===== config.mk =====
export PLATFORM = sky130hd
export DESIGN_NAME = wave_sweep_ctrl
export DESIGN_NICKNAME = d
export VERILOG_FILES = /design/src/rtl/wave_sweep_ctrl.sv
export SDC_FILE = /design/constraint.sdc
export NUM_CORES = 1
export LEC_CHECK = 0
export ABC_AREA = 1
export BUFFER_PORTS_ARGS = -buffer_cell sky130_fd_sc_hd__buf_4
export CAP_MARGIN = 10
export CORE_MARGIN = 4
export CORE_UTILIZATION = 40
export DETAILED_ROUTE_END_ITERATION = 12
export GPL_TIMING_DRIVEN = 0
export PLACE_DENSITY = 0.55
export SYNTH_ARGS = -nofsm -noshare
export SYNTH_HDL_FRONTEND = slang
export SYNTH_SLANG_ARGS = --single-unit

===== constraint.sdc =====
create_clock -name i_clk -period 4.17 [get_ports i_clk]
set_input_delay 0.2085 -clock i_clk [delete_from_list [all_inputs] [get_ports i_clk]]
set_output_delay 0.2085 -clock i_clk [all_outputs]
set_load 0.005 [all_outputs]

===== src/rtl/wave_sweep_ctrl.sv =====
// Command-driven phase-step sequencer for wave_gen: latches one sweep command, then
// walks the phase step from start toward stop, holding each value for a programmable dwell.
module wave_sweep_ctrl #(
  parameter int DEPTH   = 1024,
  parameter int PSW     = $clog2(DEPTH),
  parameter int DWELL_W = 16
) (
  input  logic               i_clk,
  input  logic               i_rst_n,
  input  logic               i_cmd_valid,
  output logic               o_cmd_ready,
  input  logic [PSW-1:0]     i_cmd_start_step,
  input  logic [PSW-1:0]     i_cmd_stop_step,
  input  logic [PSW-1:0]     i_cmd_inc,
  input  logic [DWELL_W-1:0] i_cmd_dwell,
  input  logic               i_cmd_repeat,
  input  logic               i_cmd_duty,
  input  logic [PSW-1:0]     i_cmd_gain,
  input  logic               i_abort,
  output logic [PSW-1:0]     o_wave_phase_step,
  output logic               o_sel_duty_cycle,
  output logic [PSW-1:0]     o_gain,
  output logic               o_wave_en,
  output logic               o_busy,
  output logic               o_done
);

  typedef enum logic [1:0] {ST_IDLE, ST_DWELL, ST_DONE} state_e;

  state_e             state_q, state_d;
  logic [PSW-1:0]     phase_q, phase_d;
  logic [PSW-1:0]     start_q, start_d;
  logic [PSW-1:0]     stop_q, stop_d;
  logic [PSW-1:0]     inc_q, inc_d;
  logic [PSW-1:0]     gain_q, gain_d;
  logic               duty_q, duty_d;
  logic               rep_q, rep_d;
  logic               down_q, down_d;
  logic [DWELL_W-1:0] cnt_q, cnt_d;
  logic [DWELL_W-1:0] reload_q, reload_d;

  logic               accept;
  logic [PSW:0]       sum_ext;
  logic [PSW:0]       diff_ext;
  logic [PSW-1:0]     next_step;
  logic               sweep_end;

  assign accept = (state_q == ST_IDLE) && !i_abort && i_cmd_valid;

  // One extra bit catches carry/borrow so the step never wraps modulo DEPTH.
  assign sum_ext   = {1'b0, phase_q} + {1'b0, inc_q};
  assign diff_ext  = {1'b0, phase_q} - {1'b0, inc_q};
  assign next_step = down_q ? diff_ext[PSW-1:0] : sum_ext[PSW-1:0];

  always_comb begin
    if (inc_q == '0) begin
      sweep_end = 1'b0;
    end else if (down_q) begin
      sweep_end = diff_ext[PSW] || (diff_ext[PSW-1:0] < stop_q);
    end else begin
      sweep_end = sum_ext[PSW] || (sum_ext[PSW-1:0] > stop_q);
    end
  end

  // NOTE: sequential state uses non-blocking assignments only; the async reset clears every register.
  always_ff @(posedge i_clk or negedge i_rst_n) begin
    if (!i_rst_n) begin
      state_q <= ST_IDLE;
    end else begin
      state_q <= state_d;
    end
  end

  always_ff @(posedge i_clk or negedge i_rst_n) begin
    if (!i_rst_n) begin
      phase_q  <= '0;
      start_q  <= '0;
      stop_q   <= '0;
      inc_q    <= '0;
      gain_q   <= '0;
      duty_q   <= 1'b0;
      rep_q    <= 1'b0;
      down_q   <= 1'b0;
      cnt_q    <= '0;
      reload_q <= '0;
    end else begin
      phase_q  <= phase_d;
      start_q  <= start_d;
      stop_q   <= stop_d;
      inc_q    <= inc_d;
      gain_q   <= gain_d;
      duty_q   <= duty_d;
      rep_q    <= rep_d;
      down_q   <= down_d;
      cnt_q    <= cnt_d;
      reload_q <= reload_d;
    end
  end

  always_comb begin
    // NOTE: every signal gets a hold default first, so no path can infer a latch.
    state_d  = state_q;
    phase_d  = phase_q;
    start_d  = start_q;
    stop_d   = stop_q;
    inc_d    = inc_q;
    gain_d   = gain_q;
    duty_d   = duty_q;
    rep_d    = rep_q;
    down_d   = down_q;
    cnt_d    = cnt_q;
    reload_d = reload_q;
    unique case (state_q)
      ST_IDLE: begin
        if (accept) begin
          state_d  = ST_DWELL;
          phase_d  = i_cmd_start_step;
          start_d  = i_cmd_start_step;
          stop_d   = i_cmd_stop_step;
          inc_d    = i_cmd_inc;
          gain_d   = i_cmd_gain;
          duty_d   = i_cmd_duty;
          rep_d    = i_cmd_repeat;
          down_d   = i_cmd_start_step > i_cmd_stop_step;
          reload_d = (i_cmd_dwell == '0) ? '0 : i_cmd_dwell - DWELL_W'(1);
          cnt_d    = (i_cmd_dwell == '0) ? '0 : i_cmd_dwell - DWELL_W'(1);
        end
      end
      ST_DWELL: begin
        if (i_abort) begin
          state_d = ST_IDLE;
        end else if (cnt_q != '0) begin
          cnt_d = cnt_q - DWELL_W'(1);
        end else begin
          // Last cycle of the dwell: the next step is decided here so it appears on time.
          cnt_d = reload_q;
          if (!sweep_end) begin
            phase_d = next_step;
          end else if (rep_q) begin
            phase_d = start_q;
          end else begin
            state_d = ST_DONE;
          end
        end
      end
      ST_DONE: state_d = ST_IDLE;
      default: state_d = ST_IDLE;
    endcase
  end

  always_comb begin
    o_cmd_ready       = (state_q == ST_IDLE) && !i_abort;
    o_wave_phase_step = phase_q;
    o_sel_duty_cycle  = duty_q;
    o_gain            = gain_q;
    o_wave_en         = (state_q == ST_DWELL);
    o_busy            = (state_q != ST_IDLE);
    o_done            = (state_q == ST_DONE);
  end

endmodule


==> results of run 1 <==
## through the flow
step                      cell area [um^2]  worst slack, ns  power, W  utilization [%]
after floorplan                       6610             1.35   0.00327                -
after global placement                7520            0.805   0.00413             46.8
after detailed placement              7520            0.787   0.00416             46.8
after CTS                             7860            0.755   0.00511             48.9
after global routing                  7900            0.533   0.00559             49.2
final                                 7900            0.738   0.00508             49.2
## registers in the layout, indices dropped and copies added (netlist names)
name and count:
inc_q 10, down_q 1, cnt_q 16, reload_q 16, o_wave_phase_step 10, o_gain 10
start_q 10, o_sel_duty_cycle 1, stop_q 10, state_q 2, rep_q 1
## worst max-delay path, stage by stage, from the launching register on
cell and delay (ns):
dfrtp_1 0.44, inv_1 0.07, ha_1 0.23, fa_1 0.45, inv_1 0.13, nand3_1 0.08, nand3_1 0.11, xor2_1 0.26
inv_1 0.07, ha_1 0.27, nand2_1 0.09, inv_1 0.04, nand2_1 0.05, nand2_1 0.05, nand2_1 0.05, nand3_1 0.09
nand3_1 0.19, nand3_1 0.13, nor3_1 0.33, o21ai_0 0.13
## power by group through the flow
stage / Sequential [W] / Clock [W] / Combinational, W
6_report: 0.00126 / 0.000927 / 0.00289
5_1_grt: 0.00128 / 0.000980 / 0.00332
4_1_cts: 0.00126 / 0.000950 / 0.00290
3_5_place_dp: 0.00128 / 0 / 0.00288
3_3_place_gp: 0.00127 / 0 / 0.00286
2_1_floorplan: 0.00120 / 0 / 0.00207
## layer usage
metal | GRT usage, % | vias to the layer above | part of all wire (%)
met5 | 0 | - | 0
met4 | 7.00 | 0 | 2.3
met3 | 2.65 | 20 | 2.4
met2 | 38.6 | 85 | 50
met1 | 27.5 | 2982 | 45
li1 | - | 3312 | -
## layout by cell type (no fill, tap or decap), types with 9 or more instances in the layout
cell and count:
nand2_1 287, inv_1 125, nor2_1 103, buf_4 90, dfrtp_1 87, o21ai_0 64, nand3_1 54, ha_1 52
a21oi_1 43, nand4_1 20, clkbuf_1 17, xor2_1 14, a31oi_1 13, buf_2 13, inv_2 12, o211ai_1 9
clkbuf_16 9
## worst min-delay path by stage
stage	end	startpoint	slack, ns
2_1_floorplan	cnt_q[0]	i_rst_n	-0.09
3_3_place_gp	o_gain[9]	i_cmd_gain[9]	0.41
3_5_place_dp	o_gain[9]	i_cmd_gain[9]	0.41
4_1_cts	o_gain[9]	i_cmd_gain[9]	0.05
5_1_grt	o_sel_duty_cycle	i_cmd_duty	0.05
6_report	o_gain[8]	i_cmd_gain[8]	0.06
## cell families after synthesis
kind of cell | share of synthesized area [%]
AOI/OAI and AO/OA | 11.9
DFF | 33.0
and+or+nand+nor | 31.6
adders and majority gates | 10.5
buffers and inverters | 10.4
muxes | 0.152
xor gates and xnor gates | 2.52
## final cells by class
cell class | count | share of cell area (%)
Clock inverter | 5 | 1.35
Sequential cell | 87 | 27.6
Tap cell | 216 | 3.42
Timing Repair Buffer | 88 | 8.65
Multi-Input combinational cell | 715 | 47.4
Inverter | 137 | 6.51
Clock buffer | 10 | 2.90
Buffer | 35 | 2.16
==> run_results.csv, run 1 <==
group,metric,value,unit
clock_network,postCtsSetupBuffers,0,
yosys,yosysTopAreaCell,"dfrtp_1",
power_and_ir_drop,seq_power_share,24.8,%
routing,firstDrtPassIters,5,
min_path,hold_path_class,"in -> reg",
worst_setup_path,critical_path.endpoint,"state_q[0]",
timing,fmax,0.291,GHz
timing,clock-skew-final,0.00715,ns
clock_network,hold_buffers,0,
yosys,synth-edff-count,0,
min_path,holdPathStages,3,
clock_network,insertion_delay,0.34,ns
floorplan,ioPinCount,87,
yosys,synth_area_leaders,"dfrtp_1 (33%), nand2_1 (16%), ha_1 (9.8%), inv_1 (7.1%), nor2_1 (5.9%)",
power_and_ir_drop,clockPowerShare,18.3,%
power_and_ir_drop,p_per_area,643,nW/um^2
power_and_ir_drop,switching_share,46.3,%
yosys,synthFlopType,"dfrtp_1",
yosys,synthArstFlopShare,100,%
timing,setup_violations,0,
routing,drt-total-wl,19.7,mm
floorplan,dieWidth,137,um
routing,drtAntennaViolNets,0,
finish,nFillCells,1694,
global_route,grt_pass1_vias,6248,
floorplan,core-area,16100,um^2
global_route,grt_overflow,0,
yosys,syn_nets,1090,
power_and_ir_drop,netSwitchingPower,0.00235,W
yosys,syn_area_per_cell,6.78,um^2
power_and_ir_drop,p_leak,4.16,nW
routing,drt-wirelength-per-cell,15.2,um
floorplan,initial_utilization,41.1,%
clock_network,cts_tree,"done",
worst_setup_path,worst-setup-path-type,"reg -> reg",
run_status,status,"finished clean",
worst_setup_path,r2r_end,"state_q[0]",
yosys,synth.cell_area,6610,um^2
routing,route.detailed.drc,0,
worst_setup_path,cp-start-kind,"register",
placement,dp_hpwl,15.8,mm
yosys,synth_most_common_cell,"nand2_1",
clock_network,max-clock-path-buffers,2,
yosys,yosysUniqueCellTypes,38,
timing,finalHoldViolations,0,
placement,place_congestion,0.889,
worst_setup_path,reg2reg_slack,0.74,ns
power_and_ir_drop,pwr-share-comb,56.9,%
worst_setup_path,arrival,3.62,ns
clock_network,ctsRootBufferMaster,"clkbuf_16",
worst_setup_path,required,4.36,ns
yosys,yosys_warnings,0,
global_route,grt_max_degree,88,
finish,diodes,0,
yosys,synthCells,974,
global_route,track_usage,21.8,%
worst_setup_path,endpoint_kind,"register",
clock_network,cts_sinks,87,
worst_setup_path,cp_max_fo,4,
timing,tightestPinTransition,0.644,ns
timing,fin_tns_setup,0,ns
worst_setup_path,timing.rr.start,"o_wave_phase_step[0]",
routing,first_iter_violations,273,
worst_setup_path,rr_worst_depth,19,
worst_setup_path,startpoint,"o_wave_phase_step[0]",
power_and_ir_drop,vdd_drop_max,0.000324,V
floorplan,die_h,137,um
power_and_ir_drop,p_int,0.00273,W
floorplan,fp-row-count,46,
run,maxCapViolations,0,
routing,vias_per_cell,4.95,
yosys,synth_common_cells,"nand2_1 (287), inv_1 (125), nor2_1 (103)",
routing,vias,6399,
finish,ff_latch_area,2180,um^2
timing,slew_viol_final,0,
clock_network,cts_resized,0,
timing,finalCritPeriodShare,82.3,%
timing,slew_headroom,57.0,%
yosys,seq_area_frac_synth,33.0,%
global_route,grt_pass1_wl,31.7,mm
finish,nets,1189,
global_route,antenna_found_initial,0,
floorplan,die-area,18600,um^2
clock_network,clk_pin_slew,0.07,ns
clock_network,htreeDepth,3,
clock_network,cts_buffers,9,
finish,area_delta_synth_final,19.5,%
timing,min_period,3.43,ns
finish,multi_input_area,3740,um^2
timing,rsz0062_at_grt,"false",
timing,timing.hold.ws,0.0580,ns
placement,dp_cells,1276,
placement,portBuffers,86,
yosys,yosysTopAreaCellShare,33.0,%
yosys,ys_ff_latch,87,
finish,drive_gt1_share,14.3,%
finish,fin_cells,1293,
No activity file was read; power rests on OpenSTA's default activity.
==> run 2, diff against run 1 <==
--- a/config.mk
+++ b/config.mk
@@ -5,14 +5,14 @@
 export SDC_FILE = /design/constraint.sdc
 export NUM_CORES = 1
 export LEC_CHECK = 0
-export ABC_AREA = 1
+export ABC_AREA = 0
 export BUFFER_PORTS_ARGS = -buffer_cell sky130_fd_sc_hd__buf_4
 export CAP_MARGIN = 10
 export CORE_MARGIN = 4
 export CORE_UTILIZATION = 40
 export DETAILED_ROUTE_END_ITERATION = 12
 export GPL_TIMING_DRIVEN = 0
-export PLACE_DENSITY = 0.55
+export PLACE_DENSITY = 0.57
 export SYNTH_ARGS = -nofsm -noshare
 export SYNTH_HDL_FRONTEND = slang
 export SYNTH_SLANG_ARGS = --single-unit
==> constraint.sdc (replaced) <==
create_clock -name i_clk -period 2.9 [get_ports i_clk]
set_input_delay 0.145 -clock i_clk [delete_from_list [all_inputs] [get_ports i_clk]]
set_output_delay 0.145 -clock i_clk [all_outputs]
set_load 0.005 [all_outputs]
==> run 2 against run 1 <==
The flow now finishes with violations (setup timing). Register-to-register slack got worse by 1.8 ns. Sequential share of layout area decreased by 2.1 points. Wire length increased by 9.0%. Combinational power increased by 99%. Sequential power increased by 43%. Clock skew increased by 0.0011 ns. Core utilization increased by 6.9 points. Worst hold slack got worse by 0.053 ns. Flip-flop and latch count unchanged. Non-clock buffer count increased by 68. Critical path depth decreased by 1. Critical path type unchanged.
==> run_results.csv, run 2 <==
group,metric,value,unit
run_status,status,"finished with violations",
run_status,violations,"setup timing",
routing,highest_layer,"met4",
timing,min_period,3.92,ns
routing,drt-wirelength-per-cell,18.8,um
timing,finalHoldViolations,0,
run,maxCapViolations,0,
power_and_ir_drop,p_leak,3.90,nW
clock_network,max-clock-path-buffers,2,
yosys,synthArstFlopShare,100,%
global_route,grt_pass1_wl,33.0,mm
finish,fin_util,56.0,%
routing,vias_per_cell,5.42,
placement,dp_hpwl,15.4,mm
floorplan,ioPinCount,87,
routing,firstDrtPassIters,4,
placement,dp_cells,1060,
timing,slew_viol_final,0,
worst_setup_path,endpoint_kind,"register",
finish,area_delta_synth_final,36.3,%
timing,tightestPinTransition,0.851,ns
worst_setup_path,cp_slowest_cell,"dfrtp_2",
floorplan,fp-row-count,45,
timing,finalCritPeriodShare,135,%
global_route,grt_max_degree,88,
timing,rsz0062_at_grt,"true",
power_and_ir_drop,p_per_area,1010,nW/um^2
yosys,syn_area_per_cell,8.25,um^2
worst_setup_path,crit_family,"compound AO/OA/AOI/OAI gates",
worst_setup_path,path_depth,18,
timing,setup_violations,12,
yosys,synth_area_leaders,"dfrtp_1 (35%), ha_1 (10%), nand2_1 (8.3%), o21ai_0 (4.6%), xnor2_1 (3.9%)",
finish,diodes,0,
power_and_ir_drop,pwr-share-comb,66.0,%
placement,dpl_cell_area,7310,um^2
worst_setup_path,cp-start-kind,"register",
routing,drt-met1-wl,8.79,mm
yosys,yosysTopAreaCell,"dfrtp_1",
power_and_ir_drop,clockPowerShare,13.3,%
worst_setup_path,required,3.15,ns
timing,fmax,0.255,GHz
yosys,yosys_warnings,0,
power_and_ir_drop,netSwitchingPower,0.00392,W
min_path,holdPathStages,3,
yosys,yosysTopAreaCellShare,34.6,%
power_and_ir_drop,p_int,0.00479,W
worst_setup_path,cpPeakStageDelay,0.46,ns
power_and_ir_drop,seq_power_share,20.7,%
finish,final_common_cell,"nand2_1",
routing,wl_met2,11.1,mm
timing,worst_slack,-1.02,ns
routing,first_iter_violations,264,
finish,fin_cells,1142,
clock_network,cts_sinks,87,
floorplan,dieWidth,133,um
yosys,yosysUniqueCellTypes,71,
floorplan,initial_utilization,41.1,%
placement,place_congestion,0.878,
yosys,seq_area_frac_synth,34.6,%
clock_network,insertion_delay,0.36,ns
placement,portBuffers,86,
yosys,synth-edff-count,0,
yosys,synth_common_cells,"nand2_1 (140), dfrtp_1 (87), nor2_1 (63)",
floorplan,die_h,133,um
global_route,grt_overflow,0,
worst_setup_path,cp_max_fo,10,
routing,wl_met3,857,um
worst_setup_path,rr_worst_depth,18,
timing,clock-skew-final,0.00828,ns
clock_network,cts_tree,"done",
worst_setup_path,cp_num_buf_inv,3,
worst_setup_path,arrival,4.17,ns
clock_network,htreeDepth,3,
power_and_ir_drop,vdd_drop_max,0.000444,V
yosys,synthCells,763,
routing,route.detailed.drc,0,
global_route,track_usage,23.7,%
finish,top_regs,"cnt_q x16, reload_q x16",
finish,drive_gt1_share,26.0,%
routing,drtAntennaViolNets,0,
worst_setup_path,crit_path_cell_trace,"ha_4 -> inv_2 -> fa_2 -> nor3_2 -> a211o_1 -> a21oi_2 -> o21ai_2 -> xnor2_2 -> ha_1 -> nand4_1 -> a211oi_2 -> a2111oi_2 -> or3_1 -> buf_6 -> a2111oi_4 -> buf_6 -> a211oi_2 -> a22o_1",
clock_network,ctsRootBufferMaster,"clkbuf_16",
floorplan,core-area,15300,um^2
routing,drt-total-wl,21.5,mm
min_path,hold_path_class,"in -> reg",
clock_network,cts_buffers,9,
finish,design_area,8580,um^2
power_and_ir_drop,switching_share,45.0,%
routing,vias,6190,
clock_network,clk_pin_slew,0.07,ns
global_route,antenna_found_initial,0,
timing,slew_headroom,42.8,%
finish,mostFrequentLayoutCells,"nand2_1 (139), buf_4 (120), dfrtp_1 (79), nor2_1 (61), o21ai_0 (56)",
global_route,grt_pass1_vias,6164,
worst_setup_path,worst-setup-path-type,"reg -> reg",
finish,nets,1042,
yosys,synthFlopType,"dfrtp_1",
yosys,synth_most_common_cell,"nand2_1",
yosys,ys_ff_latch,87,
yosys,synth.cell_area,6290,um^2
floorplan,die-area,17800,um^2
yosys,syn_nets,879,
==> run 2: kinds of logic (layout without fill, tap and decap cells) <==
logic type                 after synthesis  after routing  share of synthesized area [%]
DFF                                     87             87                           34.6
xor gates and xnor gates                37             37                           5.15
and+or+nand+nor                        296            296                           22.0
muxes                                   10             10                           1.65
adders and majority gates               54             54                           11.0
AOI/OAI and AO/OA                      186            186                           19.7
buffers and inverters                   93            261                           5.96
==> run 2: worst reg2reg max path, cell delays in order (launching register included) <==
cell and delay (ns):
dfrtp_2 0.46, ha_4 0.18, inv_2 0.04, fa_2 0.22, nor3_2 0.05, a211o_1 0.33, a21oi_2 0.20, o21ai_2 0.08
xnor2_2 0.16, ha_1 0.30, nand4_1 0.18, a211oi_2 0.25, a2111oi_2 0.08, or3_1 0.35, buf_6 0.16, a2111oi_4 0.33
buf_6 0.20, a211oi_2 0.05, a22o_1 0.20
==> run 2: final timing paths <==
| check | start | end | slack, ns |
|---|---|---|---|
| worst max-delay path | o_wave_phase_step[0] | o_wave_phase_step[0] | -1.02 |
| worst min-delay path | i_cmd_stop_step[5] | stop_q[5] | 0.005 |
| worst max register to register | o_wave_phase_step[0] | o_wave_phase_step[0] | -1.02 |
| worst min register to register | reload_q[7] | reload_q[7] | 0.48 |
| max in group asynchronous | i_rst_n | cnt_q[15] | 1.93 |
| min in group asynchronous | i_rst_n | stop_q[6] | 0.31 |
==> run 2: repair_timing <==
item,4_1_cts,5_1_grt
gates resized for setup,55,27
hold buffers,22,1
gates cloned,1,1
hold endpoints to repair,22,39
pin swaps,16,19
buffers inserted,25,15
endpoints found under the setup margin,12,12
==> run 2: power groups by stage <==
stage	combinational [W]	clock (W)	sequential, W
floorplan	0.00293	0	0.00173
global placement	0.00411	0	0.00181
detailed placement	0.00417	0	0.00182
CTS	0.00509	0.00117	0.00179
global route	0.00617	0.00121	0.00184
finish	0.00574	0.00116	0.00180
==> run 2: area by class of cell <==
class | instances | area [um^2]
repair buffers | 152 | 1260
plain buffers | 39 | 210
inverters | 54 | 205
flip-flops and latches | 87 | 2190
clock inverters | 7 | 56.3
clock buffers | 9 | 225
fillers | 1481 | 6740
multi-input cells | 583 | 4170
well taps | 211 | 264
==> run 2: routing by layer <==
metal | track usage (%) | vias up
met5 | 0 | -
met4 | 10.4 | 0
met3 | 2.79 | 42
met2 | 42.0 | 181
met1 | 28.8 | 2984
li1 | - | 2983
==> run 2: through the flow <==
| stage | hold slack (ns) | power (W) | TNS (ns) | setup slack [ns] |
|---|---|---|---|---|
| 3_3_place_gp | 0.335 | 0.00592 | -14.69 | -1.33 |
| 2_1_floorplan | -0.151 | 0.00466 | -6.67 | -0.656 |
| 3_5_place_dp | 0.341 | 0.00599 | -15.20 | -1.40 |
| 6_report | 0.00522 | 0.00870 | -11.47 | -1.02 |
| 5_1_grt | 0.0145 | 0.00923 | -12.97 | -1.15 |
| 4_1_cts | 0.00177 | 0.00805 | -10.92 | -0.967 |
==> run 3, diff against run 2 <==
--- a/config.mk
+++ b/config.mk
@@ -12,7 +12,7 @@
 export CORE_UTILIZATION = 40
 export DETAILED_ROUTE_END_ITERATION = 12
 export GPL_TIMING_DRIVEN = 0
-export PLACE_DENSITY = 0.57
+export PLACE_DENSITY = 0.55
 export SYNTH_ARGS = -nofsm -noshare
 export SYNTH_HDL_FRONTEND = slang
 export SYNTH_SLANG_ARGS = --single-unit
==> constraint.sdc (replaced) <==
create_clock -name i_clk -period 4.2 [get_ports i_clk]
set_input_delay 0.21 -clock i_clk [delete_from_list [all_inputs] [get_ports i_clk]]
set_output_delay 0.21 -clock i_clk [all_outputs]
set_load 0.005 [all_outputs]
==> run 3 against run 2 <==
The flow now finishes without violations. Setup slack better by 1.1 ns. First-iteration DRC count is 18% higher. Core utilization fell by 4.1 points. Die area unchanged. Critical endpoint is now o_wave_phase_step[9]. Non-clock buffer count fell by 43. Count of clock-buffer cells in the layout stayed put. Critical path type unchanged. Final cell count down 3.8%. Global-route usage decreased by 0.51 points. Critical path depth stayed put. Highest routed layer unchanged. Sequential power is 31% lower. Clock skew is 0.00070 ns lower. Fmax decreased by 5.6%.
==> run_results.csv, run 3 (synthesized netlist as in run 2, its figures left out) <==
group,metric,value,unit
power_and_ir_drop,vdd_drop_max,0.000251,V
floorplan,initial_utilization,41.1,%
worst_setup_path,rr_worst_depth,18,
global_route,track_usage,23.1,%
worst_setup_path,r2r_end,"o_wave_phase_step[9]",
worst_setup_path,reg2reg_slack,0.04,ns
timing,timing.hold.ws,0.0450,ns
finish,top_regs,"cnt_q x16, reload_q x16",
finish,multi_input_area,3970,um^2
finish,nets,999,
clock_network,clk_pin_slew,0.07,ns
finish,area_delta_synth_final,26.2,%
placement,dp_hpwl,15.4,mm
floorplan,dieWidth,133,um
clock_network,cts_sinks,87,
placement,place_congestion,0.856,
worst_setup_path,critical_path.endpoint,"o_wave_phase_step[9]",
clock_network,htreeDepth,3,
worst_setup_path,arrival,4.38,ns
timing,min_period,4.16,ns
placement,portBuffers,86,
finish,mostFrequentLayoutCells,"nand2_1 (140), buf_4 (106), dfrtp_1 (81), nor2_1 (63), o21ai_0 (57)",
routing,drt-wirelength-per-cell,18.6,um
global_route,grt_overflow,0,
timing,slew_headroom,45.4,%
timing,fmax,0.241,GHz
timing,tightestPinTransition,0.813,ns
timing,rsz0062_at_grt,"true",
power_and_ir_drop,netSwitchingPower,0.00242,W
power_and_ir_drop,seq_power_share,23.3,%
routing,drt-total-wl,20.4,mm
floorplan,core-area,15300,um^2
floorplan,die_h,133,um
min_path,hold_path_class,"in -> reg",
timing,clock-skew-final,0.00759,ns
clock_network,cts_buffers,9,
floorplan,ioPinCount,87,
worst_setup_path,required,4.43,ns
routing,firstDrtPassIters,5,
clock_network,max-clock-path-buffers,2,
worst_setup_path,cp_max_fo,6,
timing,finalHoldViolations,0,
run,maxCapViolations,0,
finish,final_common_cell,"nand2_1",
floorplan,die-area,17800,um^2
global_route,antenna_found_initial,0,
finish,diodes,0,
power_and_ir_drop,pwr-share-comb,61.9,%
power_and_ir_drop,p_int,0.00292,W
power_and_ir_drop,switching_share,45.3,%
worst_setup_path,crit_path_cell_trace,"ha_4 -> inv_2 -> fa_2 -> nor3_2 -> a211o_1 -> buf_6 -> a211oi_2 -> xor2_1 -> ha_1 -> nand4_1 -> a211oi_2 -> a2111oi_4 -> or3_1 -> buf_6 -> buf_4 -> a21oi_2 -> o311a_1 -> o31ai_4",
routing,route.detailed.drc,0,
clock_network,ctsRootBufferMaster,"clkbuf_16",
power_and_ir_drop,p_leak,3.64,nW
worst_setup_path,endpoint_kind,"register",
power_and_ir_drop,clockPowerShare,14.8,%
routing,drtAntennaViolNets,0,
finish,ff_latch_area,2180,um^2
timing,finalCritPeriodShare,99.0,%
worst_setup_path,cpPeakStageDelay,0.45,ns
routing,vias_per_cell,5.42,
clock_network,insertion_delay,0.36,ns
worst_setup_path,cp_slowest_cell,"dfrtp_2",
timing,setup_violations,0,
run_status,status,"finished clean",
routing,vias,5958,
timing,slew_viol_final,0,
clock_network,cts_tree,"done",
floorplan,fp-row-count,45,
routing,first_iter_violations,311,
finish,nFillCells,1534,
global_route,grt_max_degree,88,
worst_setup_path,worst-setup-path-type,"reg -> reg",
global_route,grt_pass1_wl,32.4,mm
worst_setup_path,startpoint,"o_wave_phase_step[0]",
global_route,grt_pass1_vias,5945,
finish,drive_gt1_share,21.4,%
worst_setup_path,cp-start-kind,"register",
power_and_ir_drop,p_per_area,673,nW/um^2
worst_setup_path,timing.rr.start,"o_wave_phase_step[0]",
timing,fin_tns_setup,0,ns
[run 3: cell count changes in the layout (fill, tap and decap cells not counted), sizes merged]
cell         before  now
buf             141  121
clkbuf           36   35
clkinv            2    3
clkinvlp          3    2
dlygate4sd3      23    1
[run 3: cell type report]
class	instances	area share, %
multi-input cells	583	50.0
well taps	211	3.32
inverters	54	2.55
flip-flops and latches	87	27.5
clock buffers	9	2.83
clock inverters	7	0.724
repair buffers	110	10.7
plain buffers	38	2.38
[run 3: how the worst min path moves through the flow]
stage	from	endpoint	slack [ns]	cells past startpoint
after floorplan	i_rst_n	cnt_q[0]	-0.09	0
after global placement	i_cmd_gain[9]	o_gain[9]	0.40	3
after detailed placement	i_cmd_gain[7]	o_gain[7]	0.41	3
after CTS	i_cmd_gain[7]	o_gain[7]	0.04	3
after global routing	i_cmd_inc[0]	inc_q[0]	0.06	3
final	i_cmd_gain[7]	o_gain[7]	0.04	3
[run 3: per-stage QoR]
step                      cell area (um^2)  util [%]  cells  total power (W)  setup slack, ns
final                                 7950      51.9   1099          0.00534           0.0432
after global routing                  7950      51.9   1099          0.00577           -0.153
after CTS                             7580      49.5   1080          0.00492           0.0349
after detailed placement              7200      47.0   1060          0.00397           -0.345
after global placement                7200      47.0   1060          0.00392           -0.280
after floorplan                       6290         -    763          0.00308            0.468
[run 3: worst max-delay path, delay by kind of cell, from the launching register on]
family          cells  cell delay [ns]
compound gates      7             1.65
xor+xnor            1             0.31
fa+ha+maj           3             0.59
buf+inv             4             0.46
flops               1             0.45
simple gates        3             0.54
[run 3: power groups by stage]
| stage | registers, W | clock network [W] | logic, W |
|---|---|---|---|
| 2_1_floorplan | 0.00119 | 0 | 0.00189 |
| 3_3_place_gp | 0.00125 | 0 | 0.00267 |
| 3_5_place_dp | 0.00125 | 0 | 0.00272 |
| 4_1_cts | 0.00124 | 0.000805 | 0.00287 |
| 5_1_grt | 0.00128 | 0.000838 | 0.00366 |
| 6_report | 0.00125 | 0.000791 | 0.00331 |
[run 3: metal layers]
| layer | share of wire (%) | global-route usage, % |
|---|---|---|
| met3 | 4.4 | 2.79 |
| met1 | 41 | 28.5 |
| met4 | 2.9 | 9.54 |
| met2 | 51 | 41.1 |
| met5 | 0 | 0 |
[run 3: timing repair]
action                     4_1_cts  5_1_grt
resized for setup               14       45
cloned                           1        1
hold buffers                     0        1
pin swaps                        4       16
buffers inserted                 4       16
setup endpoints to repair       11       11
hold endpoints to repair         0       24
